**config.mk**
```make
export PLATFORM = sky130hd
export DESIGN_NAME = cache_refill_ctrl
export DESIGN_NICKNAME = d
export VERILOG_FILES = /design/src/rtl/cc_pkg.sv /design/src/rtl/cc_victim_sel.sv /design/src/rtl/cache_refill_ctrl.sv
export SDC_FILE = /design/constraint.sdc
export NUM_CORES = 1
export LEC_CHECK = 0
export BUFFER_PORTS_ARGS = -buffer_cell sky130_fd_sc_hd__buf_2
export CAP_MARGIN = 5
export CORE_MARGIN = 2
export CORE_UTILIZATION = 30
export CTS_CLUSTER_DIAMETER = 100
export DETAILED_ROUTE_END_ITERATION = 8
export PLACE_DENSITY = 0.64
export SLEW_MARGIN = 5
export SYNTH_ARGS = -nofsm -noshare
export SYNTH_HDL_FRONTEND = slang
export SYNTH_SLANG_ARGS = --single-unit
```
**constraint.sdc**
```tcl
create_clock -name CC_clk -period 3.7 [get_ports CC_clk]
set_clock_uncertainty 0.2 [all_clocks]
set_input_delay 0.555 -clock CC_clk [delete_from_list [all_inputs] [get_ports CC_clk]]
set_output_delay 0.555 -clock CC_clk [all_outputs]
set_load 0.02 [all_outputs]
```
**src/rtl/cc_pkg.sv**
```systemverilog
// ---------------------------------------------------------------------------
// cc_pkg
// Shared definitions for the cache controller / refill controller pair:
//   - default widths (ADDR_W, DATA_W, TAG_W, SEL_W) and the refill TIMEOUT
//   - refill FSM state encoding (S_IDLE .. S_ERR)
//   - tag_of(): extracts the tag field from a CPU address
// ---------------------------------------------------------------------------
package cc_pkg;

    localparam int ADDR_W  = 8;
    localparam int DATA_W  = 8;
    localparam int TAG_W   = 6;
    localparam int SEL_W   = 3;
    localparam int TIMEOUT = 16;

    typedef enum logic [2:0] {
        S_IDLE = 3'd0,
        S_REQ  = 3'd1,
        S_FILL = 3'd2,
        S_DONE = 3'd3,
        S_ERR  = 3'd4
    } state_t;

    // Tag is the upper TAG_W bits of the address.
    function automatic logic [TAG_W-1:0] tag_of(input logic [ADDR_W-1:0] addr);
        return addr[ADDR_W-1 -: TAG_W];
    endfunction

endpackage

```
**src/rtl/cc_victim_sel.sv**
```systemverilog
// ---------------------------------------------------------------------------
// cc_victim_sel
// Purely combinational victim-way picker for the fully associative cache.
// Picks the lowest-index invalid way; when every way is valid, the
// round-robin pointer is used instead.
// Ports:
//   i_valid_mask  in   2**SEL_W  per-way valid bits
//   i_rr_ptr      in   SEL_W     round-robin pointer
//   o_victim      out  SEL_W     way to fill
//   o_all_valid   out  1         every way is valid (victim came from rr_ptr)
// ---------------------------------------------------------------------------
module cc_victim_sel #(
    parameter int SEL_W = 3
) (
    input  logic [(2**SEL_W)-1:0] i_valid_mask,
    input  logic [SEL_W-1:0]      i_rr_ptr,
    output logic [SEL_W-1:0]      o_victim,
    output logic                  o_all_valid
);

    localparam int NWAYS = 2**SEL_W;

    logic [SEL_W-1:0] w_first_free;

    // Scan from the top down so the last hit, i.e. the lowest free index, wins.
    always_comb begin
        w_first_free = '0;
        for (int i = NWAYS - 1; i >= 0; i--) begin
            if (!i_valid_mask[i]) begin
                w_first_free = SEL_W'(i);
            end
        end
    end

    assign o_all_valid = &i_valid_mask;
    assign o_victim    = o_all_valid ? i_rr_ptr : w_first_free;

endmodule

```
**src/rtl/cache_refill_ctrl.sv**
```systemverilog
// ---------------------------------------------------------------------------
// cache_refill_ctrl
// Miss-handling stage behind cache_controller. On start&&miss it latches the
// address, fetches one byte from memory over a level req / single-cycle ack
// handshake, then issues a one-cycle write into the L1 data and tag arrays at
// the chosen victim way. Keeps the per-way valid bits and round-robin pointer.
//
// Optional feature macro: CC_REFILL_TIMEOUT_EN
//   defined   : REQ gives up after TIMEOUT cycles without mem_ack, pulses
//               refill_err for one cycle (state ERR) and returns to IDLE.
//   undefined : REQ waits indefinitely; refill_err is tied low.
//
// Ports:
//   CC_clk, rst_n          clock, asynchronous active-low reset
//   start, miss, address   cache enable, miss flag and CPU address
//   mem_req/mem_addr       memory read request (level) and latched address
//   mem_ack/mem_rdata      memory acknowledge with same-cycle read data
//   write_enable_L1        one-cycle fill strobe (only in FILL)
//   write_select           victim way, write_data_L1 fill byte, write_data_TA fill tag
//   valid_mask             per-way valid bits
//   busy                   refill in progress (REQ/FILL)
//   refill_done            one-cycle pulse in DONE
//   refill_err             one-cycle pulse in ERR (timeout build only)
// ---------------------------------------------------------------------------
module cache_refill_ctrl
    import cc_pkg::*;
#(
    parameter int ADDR_W = 8,
    parameter int DATA_W = 8,
    parameter int TAG_W  = 6,
    parameter int SEL_W  = 3
`ifdef CC_REFILL_TIMEOUT_EN
    ,
    parameter int TIMEOUT = 16
`endif
) (
    input  logic                  CC_clk,
    input  logic                  rst_n,
    input  logic                  start,
    input  logic                  miss,
    input  logic [ADDR_W-1:0]     address,
    output logic                  mem_req,
    output logic [ADDR_W-1:0]     mem_addr,
    input  logic                  mem_ack,
    input  logic [DATA_W-1:0]     mem_rdata,
    output logic                  write_enable_L1,
    output logic [SEL_W-1:0]      write_select,
    output logic [DATA_W-1:0]     write_data_L1,
    output logic [TAG_W-1:0]      write_data_TA,
    output logic [(2**SEL_W)-1:0] valid_mask,
    output logic                  busy,
    output logic                  refill_done,
    output logic                  refill_err
);

    state_t                 r_state;
    state_t                 w_next;
    logic [ADDR_W-1:0]      r_addr;
    logic [DATA_W-1:0]      r_data;
    logic [(2**SEL_W)-1:0]  r_valid;
    logic [SEL_W-1:0]       r_rr;
    logic [SEL_W-1:0]       w_victim;
    logic                   w_all_valid;

`ifdef CC_REFILL_TIMEOUT_EN
    logic [7:0]             r_wait;
    logic                   w_timeout;

    // r_wait counts completed REQ cycles; the last allowed one triggers ERR.
    assign w_timeout = (r_wait == 8'(TIMEOUT - 1));

    always_ff @(posedge CC_clk or negedge rst_n) begin
        if (!rst_n) begin
            r_wait <= '0;
        end else if (r_state == S_REQ) begin
            r_wait <= r_wait + 8'd1;
        end else begin
            r_wait <= '0;
        end
    end
`endif

    cc_victim_sel #(
        .SEL_W (SEL_W)
    ) u_victim_sel (
        .i_valid_mask (r_valid),
        .i_rr_ptr     (r_rr),
        .o_victim     (w_victim),
        .o_all_valid  (w_all_valid)
    );

    // State register plus the datapath latches that only move in one state.
    always_ff @(posedge CC_clk or negedge rst_n) begin
        if (!rst_n) begin
            r_state <= S_IDLE;
            r_addr  <= '0;
            r_data  <= '0;
            r_valid <= '0;
            r_rr    <= '0;
        end else begin
            r_state <= w_next;
            case (r_state)
                S_IDLE: begin
                    if (start && miss) begin
                        r_addr <= address;
                    end
                end
                S_REQ: begin
                    if (mem_ack) begin
                        r_data <= mem_rdata;
                    end
                end
                S_FILL: begin
                    r_valid[w_victim] <= 1'b1;
                    // rr_ptr only advances when the victim actually came from it.
                    if (w_all_valid) begin
                        r_rr <= r_rr + SEL_W'(1);
                    end
                end
                default: ;
            endcase
        end
    end

    // Next state and all control outputs decode from the registered state,
    // so reset forces every output low without waiting for a clock edge.
    always_comb begin
        w_next          = r_state;
        mem_req         = 1'b0;
        busy            = 1'b0;
        write_enable_L1 = 1'b0;
        write_select    = '0;
        write_data_L1   = '0;
        write_data_TA   = '0;
        refill_done     = 1'b0;
        refill_err      = 1'b0;
        case (r_state)
            S_IDLE: begin
                if (start && miss) begin
                    w_next = S_REQ;
                end
            end
            S_REQ: begin
                mem_req = 1'b1;
                busy    = 1'b1;
                if (mem_ack) begin
                    w_next = S_FILL;
                end
`ifdef CC_REFILL_TIMEOUT_EN
                else if (w_timeout) begin
                    w_next = S_ERR;
                end
`endif
            end
            S_FILL: begin
                busy            = 1'b1;
                write_enable_L1 = 1'b1;
                write_select    = w_victim;
                write_data_L1   = r_data;
                write_data_TA   = r_addr[ADDR_W-1 -: TAG_W];
                w_next          = S_DONE;
            end
            S_DONE: begin
                refill_done = 1'b1;
                w_next      = S_IDLE;
            end
            S_ERR: begin
`ifdef CC_REFILL_TIMEOUT_EN
                refill_err = 1'b1;
`endif
                w_next     = S_IDLE;
            end
            default: begin
                w_next = S_IDLE;
            end
        endcase
    end

    assign mem_addr   = r_addr;
    assign valid_mask = r_valid;

endmodule

```
; Word-level counts from Yosys, hierarchy flattened
; Cells that the tools add are included.
[totals]
regBits = 30
output_inout_bits = 38
wordCells = 44
[classes]
add_sub_neg = 1
order_cmp = 2
n_eq_ne = 5
mux = 21
bitwise = 1
n_reduce_logical = 9
[op_table]
columns = operator, count
row1 = 3-bit 2-to-1 mux, 12
row2 = 3-bit case mux with 3 select lines, 1
row3 = 9-bit AND reduction, 1
row4 = 8-bit 2-to-1 mux, 1
row5 = 8-bit OR, 1
row6 = 8-bit AND reduction, 1
row7 = 3-bit by 2-bit equality test with 1-bit output (second input constant), 2
row8 = 6-bit 2-to-1 mux, 1
row9 = 2-bit AND reduction, 3
row10 = 1-bit 2-to-1 mux, 5
row11 = 3-bit by 4-bit less-than comparator with 1-bit output (second input constant), 1
row12 = 2-bit != test (second input constant), 2
row13 = 3-bit by 1-bit adder with 3-bit output (second input constant), 1
row14 = 1-bit demux with 3-bit select, 1
row15 = 3-bit by 1-bit equality test with 1-bit output (second input constant), 1
row16 = 3-bit by 1-bit greater-or-equal comparator with 1-bit output (second input constant), 1
row17 = 3-bit zero test, 1
row18 = 1-bit logical AND, 2
row19 = 2-bit OR reduction, 1

; Depth between registers and ports, before layout
; Gate-level depths: netlist (run 1).
[depth]
word_depth = 14
depth_mapped = 6
depth_no_buf = 6

; Hierarchy
; A second synthesis (run 1) with hierarchy kept.
[unflattened]
cells_unflattened = 116
area_unflattened_um2 = 1413.9
[by_module_without_submodules]
columns = module, n_inst, cells_per_inst, area_each_um2
row1 = cache_refill_ctrl, 1, 101, 1331.3
row2 = cc_victim_sel, 1, 15, 82.6

; Worst setup path before layout (run 1)
; OpenSTA, ideal clock, no wires.
[synth_timing]
kind = reg-to-output
startpoint = register r_state[0]
endpoint = output port write_select[1]
arrival_ps = 1613
t_required_ps = 2945
setup_slack_ps = 1332
stages_incl_launch_ff = 5
n_path_buf = 1
cell_sequence = dfrtp_1 -> inv_1 -> ha_1 -> clkbuf_1 -> a21boi_0
[synth_between]
elab_chain_cells = 2
[synth_lines]
columns = element, line_no
row1 = from (decl), cache_refill_ctrl.sv:56  ; state_t r_state;
row2 = from (signal assigned), cache_refill_ctrl.sv:101  ; r_state <= w_next;
row3 = 3-bit by 2-bit equality test with 1-bit output, cache_refill_ctrl.sv:137  ; case (r_state)
row4 = 3-bit 2-to-1 mux, cache_refill_ctrl.sv:137
row5 = to (decl), cache_refill_ctrl.sv:47  ; output logic [SEL_W-1:0] write_select,
; No other way between the ends.

; Final worst setup path (run 1)
[layout_timing]
startpoint = register r_state[0]
endpoint = output port write_select[2]
; Same word-level chain as after synthesis.

==> flow_metrics.py, run 1 <==
metrics = {
    "power": {
        "finalPower_mw": 1.97,
        "ir_drop_uv": 440,
        "leakagePower_nw": 0.969,
        "power_density_nw_per_um2": 1010,
    },
    "finish": {
        "finalNonFillerCells": 257,
        "syn_to_final_growth_pct": 32.4,
        "num_antenna_cells": 0,
        "drive_gt1_share_pct": 48.4,
        "nNetsFinal": 216,
        "final.fill_count": 460,
        "postLayoutCoreUtil_pct": 41.0,
    },
    "sta": {
        "fin_setup_tns_ps": 0,
        "fmax_ghz": 0.370,
        "grt_setup_unrepaired": "false",
        "setup_viol": 0,
        "max_slew.worst_pin.slew_ps": 674,
        "fin_crit_sh_pct": 73.0,
        "relSlewSlack_pct": 55.1,
        "period_minus_slack_ps": 2700,
        "slew_violations": 0,
        "hold_viol_final": 0,
    },
    "floorplan": {
        "placement_rows": 25,
        "dieHeight_um": 73.9,
        "dieArea_um2": 5450,
        "io_pins": 59,
        "start_util_pct": 31.0,
        "core_region_area_um2": 4720,
        "die_x_um": 73.9,
    },
    "setup_path": {
        "startpoint_type": "flip-flop",
        "critPathKind": "flip-flop to output pin",
        "reg2reg_from": "r_state[0]",
        "r2r-end": "r_rr[1]",
        "ff2ff_path_depth": 5,
        "worstSetupEndpointType": "output pin",
        "regToRegSetupSlack_ps": 1560,
        "required_ps": 2940,
        "critPathArrivalTime_ps": 1950,
        "crit_fanout": 22,
    },
    "clocking": {
        "cts_root_buffer": "clkbuf_8",
        "clk_pin_slew_ps": 70,
        "cts_buffers": 5,
        "cts_tree": "yes",
        "clock_path_buffers": 2,
        "clk_latency_ps": 280,
        "cts-hold-fix-buffers": 0,
        "cts_max_level": 2,
        "clkSinkCount": 29,
        "post_cts_resized": 0,
        "postCtsSetupBuffers": 0,
    },
    "yosys": {
        "synth-seq-cells": 29,
        "synth.net_count": 155,
        "synth_top_area_share_pct": 49.6,
        "synthFlopType": "dfrtp_1",
        "yosysWarnings": 0,
        "avgSynthCellArea_um2": 11.4,
        "seq_area_frac_synth_pct": 49.6,
        "synth-edff-count": 0,
        "synth_cells": 128,
        "netlist_area_um2": 1460,
        "yosys.area.top_type": "dfrtp_1",
        "synth.distinct_cells": 39,
        "yosysMostFrequentCell": "dfrtp_1",
        "ys_async_sr_fraction_pct": 100,
        "synthTopCellsByArea": "dfrtp_1 (50%), mux2_2 (13%), and2_1 (6.4%), ha_1 (5.1%), nand2_1 (3.1%)",
        "synth_common_cells": "dfrtp_1 (29), mux2_2 (17), and2_1 (15)",
    },
    "placement": {
        "dp.cells": 249,
        "place.detailed.hpwl_um": 2320,
        "place.gp.congestion": 0.769,
        "io_buffer_count": 57,
    },
    "drt": {
        "wl_per_cell_um": 12.3,
        "wl_um": 3170,
        "drt_iter0_markers": 51,
        "wl_met2_um": 1410,
        "wl_met1_um": 1490,
        "drcViolationCount": 0,
        "dr_wl_met3_um": 254,
        "top_layer": "met4",
        "vias": 1137,
        "firstDrtPassIters": 4,
        "viasPerCell": 4.42,
        "ant_nets": 0,
    },
    "global_routing": {
        "grt_max_degree": 30,
        "grt_pass1_vias": 1182,
        "antenna_found_initial": 0,
        "grt_overflow_total": 0,
        "grt_pass1_wl_um": 5200,
        "grtUsageTotal_pct": 12.7,
    },
    "hold_path": {
        "hold_path_class": "input pin to asynchronous set/reset pin",
    },
    "flow_run": {
        "cap_violations": 0,
    },
    "run_status": {
        "status": "finished, final reports clean",
    },
}
[layout by cell type (no fill, tap or decap), types with 2 or more instances in the layout]
cell type  netlist  routed
inv_1            4       4
buf_2            0      57
and2_1          15      15
o21ai_1          4       4
a31o_1           2       2
a21o_1           2       2
nand3_1          2       2
mux2_2          17      17
o21ai_2          2       2
ha_1             6       6
nor2_1           2       2
nand2_1         12      12
a21oi_1          4       4
dfrtp_1         29      29
clkbuf_8         0       6
[critical path, stage by stage (launching register included)]
cell	delay, ps
dfrtp_1	420
inv_1	110
ha_1	600
nand2_2	180
nor2_1	160
buf_2	180
[through the flow]
step                setup slack (ps)  area (um2)  hold slack [ps]
floorplan                       1330        1460             59.4
global placement                1340        1820              281
detailed placement              1280        1820              286
CTS                              949        1940              126
global route                     797        1940              150
finish                          1000        1940              108
[flip-flops by register name (all words and copies together) (netlist names)]
| signal | flops |
|---|---|
| mem_addr | 8 |
| r_data | 8 |
| r_rr | 3 |
| r_state | 2 |
| valid_mask | 8 |
[kinds of logic after synthesis]
kind of cell               count (synthesis)  share of synthesized area, %
and+or+nand+nor                           39                          15.0
DFF                                       29                          49.6
AOI/OAI and AO/OA                         24                          12.5
muxes                                     18                          13.8
buffers and inverters                      9                          2.56
adders and majority gates                  6                          5.13
xor gates and xnor gates                   2                          1.20
other                                      1                         0.256
[layer usage]
layer | GRT usage (%) | up-vias
met5 | 0 | -
met4 | 4.24 | 0
met3 | 4.80 | 2
met2 | 19.6 | 48
met1 | 16.2 | 528
li1 | - | 559
[worst max path at each step]
stage | startpoint | slack [ps] | cells after the start | endpoint
2_1_floorplan | r_state[0] | 1330 | 4 | write_select[1]
3_3_place_gp | r_state[0] | 1340 | 5 | write_select[2]
3_5_place_dp | r_state[0] | 1280 | 5 | write_select[2]
4_1_cts | r_state[0] | 950 | 5 | write_select[2]
5_1_grt | r_state[0] | 800 | 5 | write_select[2]
6_report | r_state[0] | 1000 | 5 | write_select[2]
[cell type report]
type	count	area (um2)	share of cell area (%)
Timing Repair Buffer	57	285	14.7
Tap cell	67	83.8	4.33
Clock inverter	2	37.5	1.94
Multi-Input combinational cell	90	701	36.2
Sequential cell	29	726	37.4
Inverter	6	22.5	1.16
Clock buffer	6	82.6	4.26
[power breakdown]
group / internal [mW] / switching, mW
registers: 0.467 / 0.127
clock network: 0.219 / 0.126
logic: 0.395 / 0.633
No activity file was read; power rests on OpenSTA's default activity.
==> run 2, diff against run 1 <==
--- a/config.mk
+++ b/config.mk
@@ -5,6 +5,7 @@
 export SDC_FILE = /design/constraint.sdc
 export NUM_CORES = 1
 export LEC_CHECK = 0
+export ABC_AREA = 1
 export BUFFER_PORTS_ARGS = -buffer_cell sky130_fd_sc_hd__buf_2
 export CAP_MARGIN = 5
 export CORE_MARGIN = 2
==> constraint.sdc (replaced) <==
create_clock -name CC_clk -period 2.5 [get_ports CC_clk]
set_clock_uncertainty 0.2 [all_clocks]
set_input_delay 0.375 -clock CC_clk [delete_from_list [all_inputs] [get_ports CC_clk]]
set_output_delay 0.375 -clock CC_clk [all_outputs]
set_load 0.02 [all_outputs]
==> run 2 against run 1 <==
Against the previous run: combinational power up 71%; die area up 3.2%; count of clock-buffer cells in the layout increased by 1; sequential power grew 40%; design area rose by 2.4%; synthesized area grew 3.3%; register-to-register slack worse by 840 ps; synthesized cell count rose by 28%; via count up 8.2%; largest power group unchanged.
==> flow_metrics.py, run 2 <==
metrics = {
    "setup_path": {
        "required_ps": 1920,
        "critical-path-top-delay-family": "buffers and inverters",
        "worstPathCellList": "inv_1 -> ha_1 -> buf_4 -> nand2_1 -> inv_1 -> buf_2",
        "critPathArrivalTime_ps": 1590,
        "critical_path.most_common_cell": "inv_1",
        "worstSetupEndpointType": "output pin",
        "startpoint_type": "flip-flop",
        "max_stage_delay_ps": 420,
        "crit_buf_inv": 4,
        "crit_fanout": 8,
        "critPathKind": "flip-flop to output pin",
        "worst_path_max_delay_cell": "dfrtp_1",
    },
    "run_status": {
        "status": "finished, final reports clean",
    },
    "clocking": {
        "cts_root_buffer": "clkbuf_8",
        "clk_latency_ps": 270,
        "cts-hold-fix-buffers": 1,
        "cts_buffers": 5,
        "clock_path_buffers": 2,
        "postCtsSetupBuffers": 0,
        "cts_tree": "yes",
        "clk_pin_slew_ps": 60,
        "cts_max_level": 2,
        "post_cts_resized": 0,
        "clkSinkCount": 29,
    },
    "finish": {
        "drive_gt1_share_pct": 41.0,
        "stdcell_area_um2": 1980,
        "final_cell_mix": "buf_2 (57), nand2_1 (37), inv_1 (31)",
        "nNetsFinal": 254,
        "layout_commonest_cell": "buf_2",
        "syn_to_final_growth_pct": 31.2,
        "num_antenna_cells": 0,
        "postLayoutCoreUtil_pct": 41.5,
    },
    "power": {
        "p_seq_share_pct": 28.0,
        "switching_share_pct": 47.5,
        "comb_power_share_pct": 59.0,
        "ir_drop_uv": 537,
        "power_density_nw_per_um2": 1500,
        "leakagePower_nw": 1.16,
        "p_switching_mw": 1.41,
        "pwr-share-clk_pct": 12.9,
        "p_int_mw": 1.56,
    },
    "yosys": {
        "synth.net_count": 191,
        "synthFlopType": "dfrtp_1",
        "yosysWarnings": 0,
        "yosys.area.top_type": "dfrtp_1",
        "avgSynthCellArea_um2": 9.22,
        "yosysMostFrequentCell": "nand2_1",
        "synth-edff-count": 0,
        "synth.distinct_cells": 24,
        "seq_area_frac_synth_pct": 48.0,
        "synth_common_cells": "nand2_1 (37), inv_1 (31), dfrtp_1 (29)",
        "ys_async_sr_fraction_pct": 100,
        "synth_top_area_share_pct": 48.0,
        "synthTopCellsByArea": "dfrtp_1 (48%), mux2_2 (12%), nand2_1 (9.2%), inv_1 (7.7%), ha_1 (5.0%)",
        "synth_cells": 164,
        "synth-seq-cells": 29,
        "netlist_area_um2": 1510,
    },
    "global_routing": {
        "grt_pass1_vias": 1163,
        "antenna_found_initial": 0,
        "grt_pass1_wl_um": 5150,
        "grtUsageTotal_pct": 12.0,
        "grt_overflow_total": 0,
        "grt_max_degree": 30,
    },
    "drt": {
        "viasPerCell": 4.18,
        "drcViolationCount": 0,
        "wl_per_cell_um": 10.7,
        "wl_um": 3150,
        "firstDrtPassIters": 4,
        "ant_nets": 0,
        "vias": 1230,
        "drt_iter0_markers": 46,
    },
    "placement": {
        "placed_area_um2": 1890,
        "place.detailed.hpwl_um": 2390,
        "place.gp.congestion": 0.779,
        "io_buffer_count": 57,
    },
    "sta": {
        "max_slew.worst_pin.slew_ps": 675,
        "hold_viol_final": 0,
        "period_minus_slack_ps": 2160,
        "relSlewSlack_pct": 55.0,
        "setup_viol": 0,
        "fin_setup_tns_ps": 0,
        "fin_crit_sh_pct": 86.6,
        "fmax_ghz": 0.462,
        "grt_setup_unrepaired": "false",
        "slew_violations": 0,
    },
    "hold_path": {
        "hold_path_class": "input pin to flip-flop",
    },
    "floorplan": {
        "start_util_pct": 31.6,
        "dieHeight_um": 75.0,
        "die_x_um": 75.0,
        "io_pins": 59,
        "placement_rows": 25,
        "core_region_area_um2": 4790,
        "dieArea_um2": 5630,
    },
    "flow_run": {
        "cap_violations": 0,
    },
}
==> run 2: kinds of logic (layout without fill, tap and decap cells) <==
kind of cell	count (synthesis)	after routing	share of synthesized area [%]
AO/OA/AOI/OAI	10	10	3.47
XOR/XNOR	1	1	0.579
adder cells (fa/ha/maj)	6	6	4.96
buffers and inverters	36	99	9.35
flip-flops	29	29	48.0
multiplexers	17	17	12.9
other	1	1	0.248
AND/OR/NAND/NOR	64	64	20.5
==> run 2: worst reg2reg max path, stage by stage, from the launching register on <==
cell,delay (ps)
dfrtp_1,420
inv_1,110
ha_1,200
nand3_1,320
mux2_2,400
==> run 2: routing by layer <==
metal | track usage, % | part of all wire [%] | routed length [um] | vias up
li1 | - | - | - | 633
met1 | 15.4 | 46 | 1440 | 555
met2 | 19.1 | 48 | 1500 | 38
met3 | 4.02 | 6.0 | 189 | 4
met4 | 4.17 | 0.86 | 27 | 0
met5 | 0 | 0 | 0 | -
==> run 2: final cells by class <==
type	count	area [um2]
clock buffer	7	86.3
fill	505	2800
inverter	32	120
multi-input combinational	99	646
sequential	29	726
tap	67	83.8
timing repair buffer	60	323
==> run 2: worst paths after layout <==
check	startpoint	end	slack, ps	cells past startpoint
min in group asynchronous	rst_n	valid_mask[7]	470	2
hold reg to reg	mem_addr[1]	mem_addr[1]	300	1
setup reg to reg	r_state[1]	mem_addr[6]	720	4
max in group asynchronous	rst_n	mem_addr[5]	1180	2
setup / recovery	r_state[0]	write_data_TA[5]	340	6
hold / removal	mem_rdata[6]	r_data[6]	140	2
==> run 2: stage by stage <==
| step | total power, mW | setup slack, ps | instances | hold slack [ps] |
|---|---|---|---|---|
| finish | 2.98 | 335 | 294 | 135 |
| global route | 3.25 | 237 | 294 | 117 |
| CTS | 3.03 | 316 | 294 | 123 |
| detailed placement | 2.62 | 603 | 286 | 259 |
| global placement | 2.61 | 640 | 286 | 253 |
| floorplan | 2.11 | 452 | 164 | -121 |
==> run 2: power by group through the flow <==
| stage | combinational, mW | sequential [mW] | clock (mW) |
|---|---|---|---|
| 2_1_floorplan | 1.16 | 0.951 | 0 |
| 3_3_place_gp | 1.78 | 0.835 | 0 |
| 3_5_place_dp | 1.78 | 0.848 | 0 |
| 4_1_cts | 1.79 | 0.838 | 0.405 |
| 5_1_grt | 1.96 | 0.868 | 0.429 |
| 6_report | 1.76 | 0.833 | 0.385 |
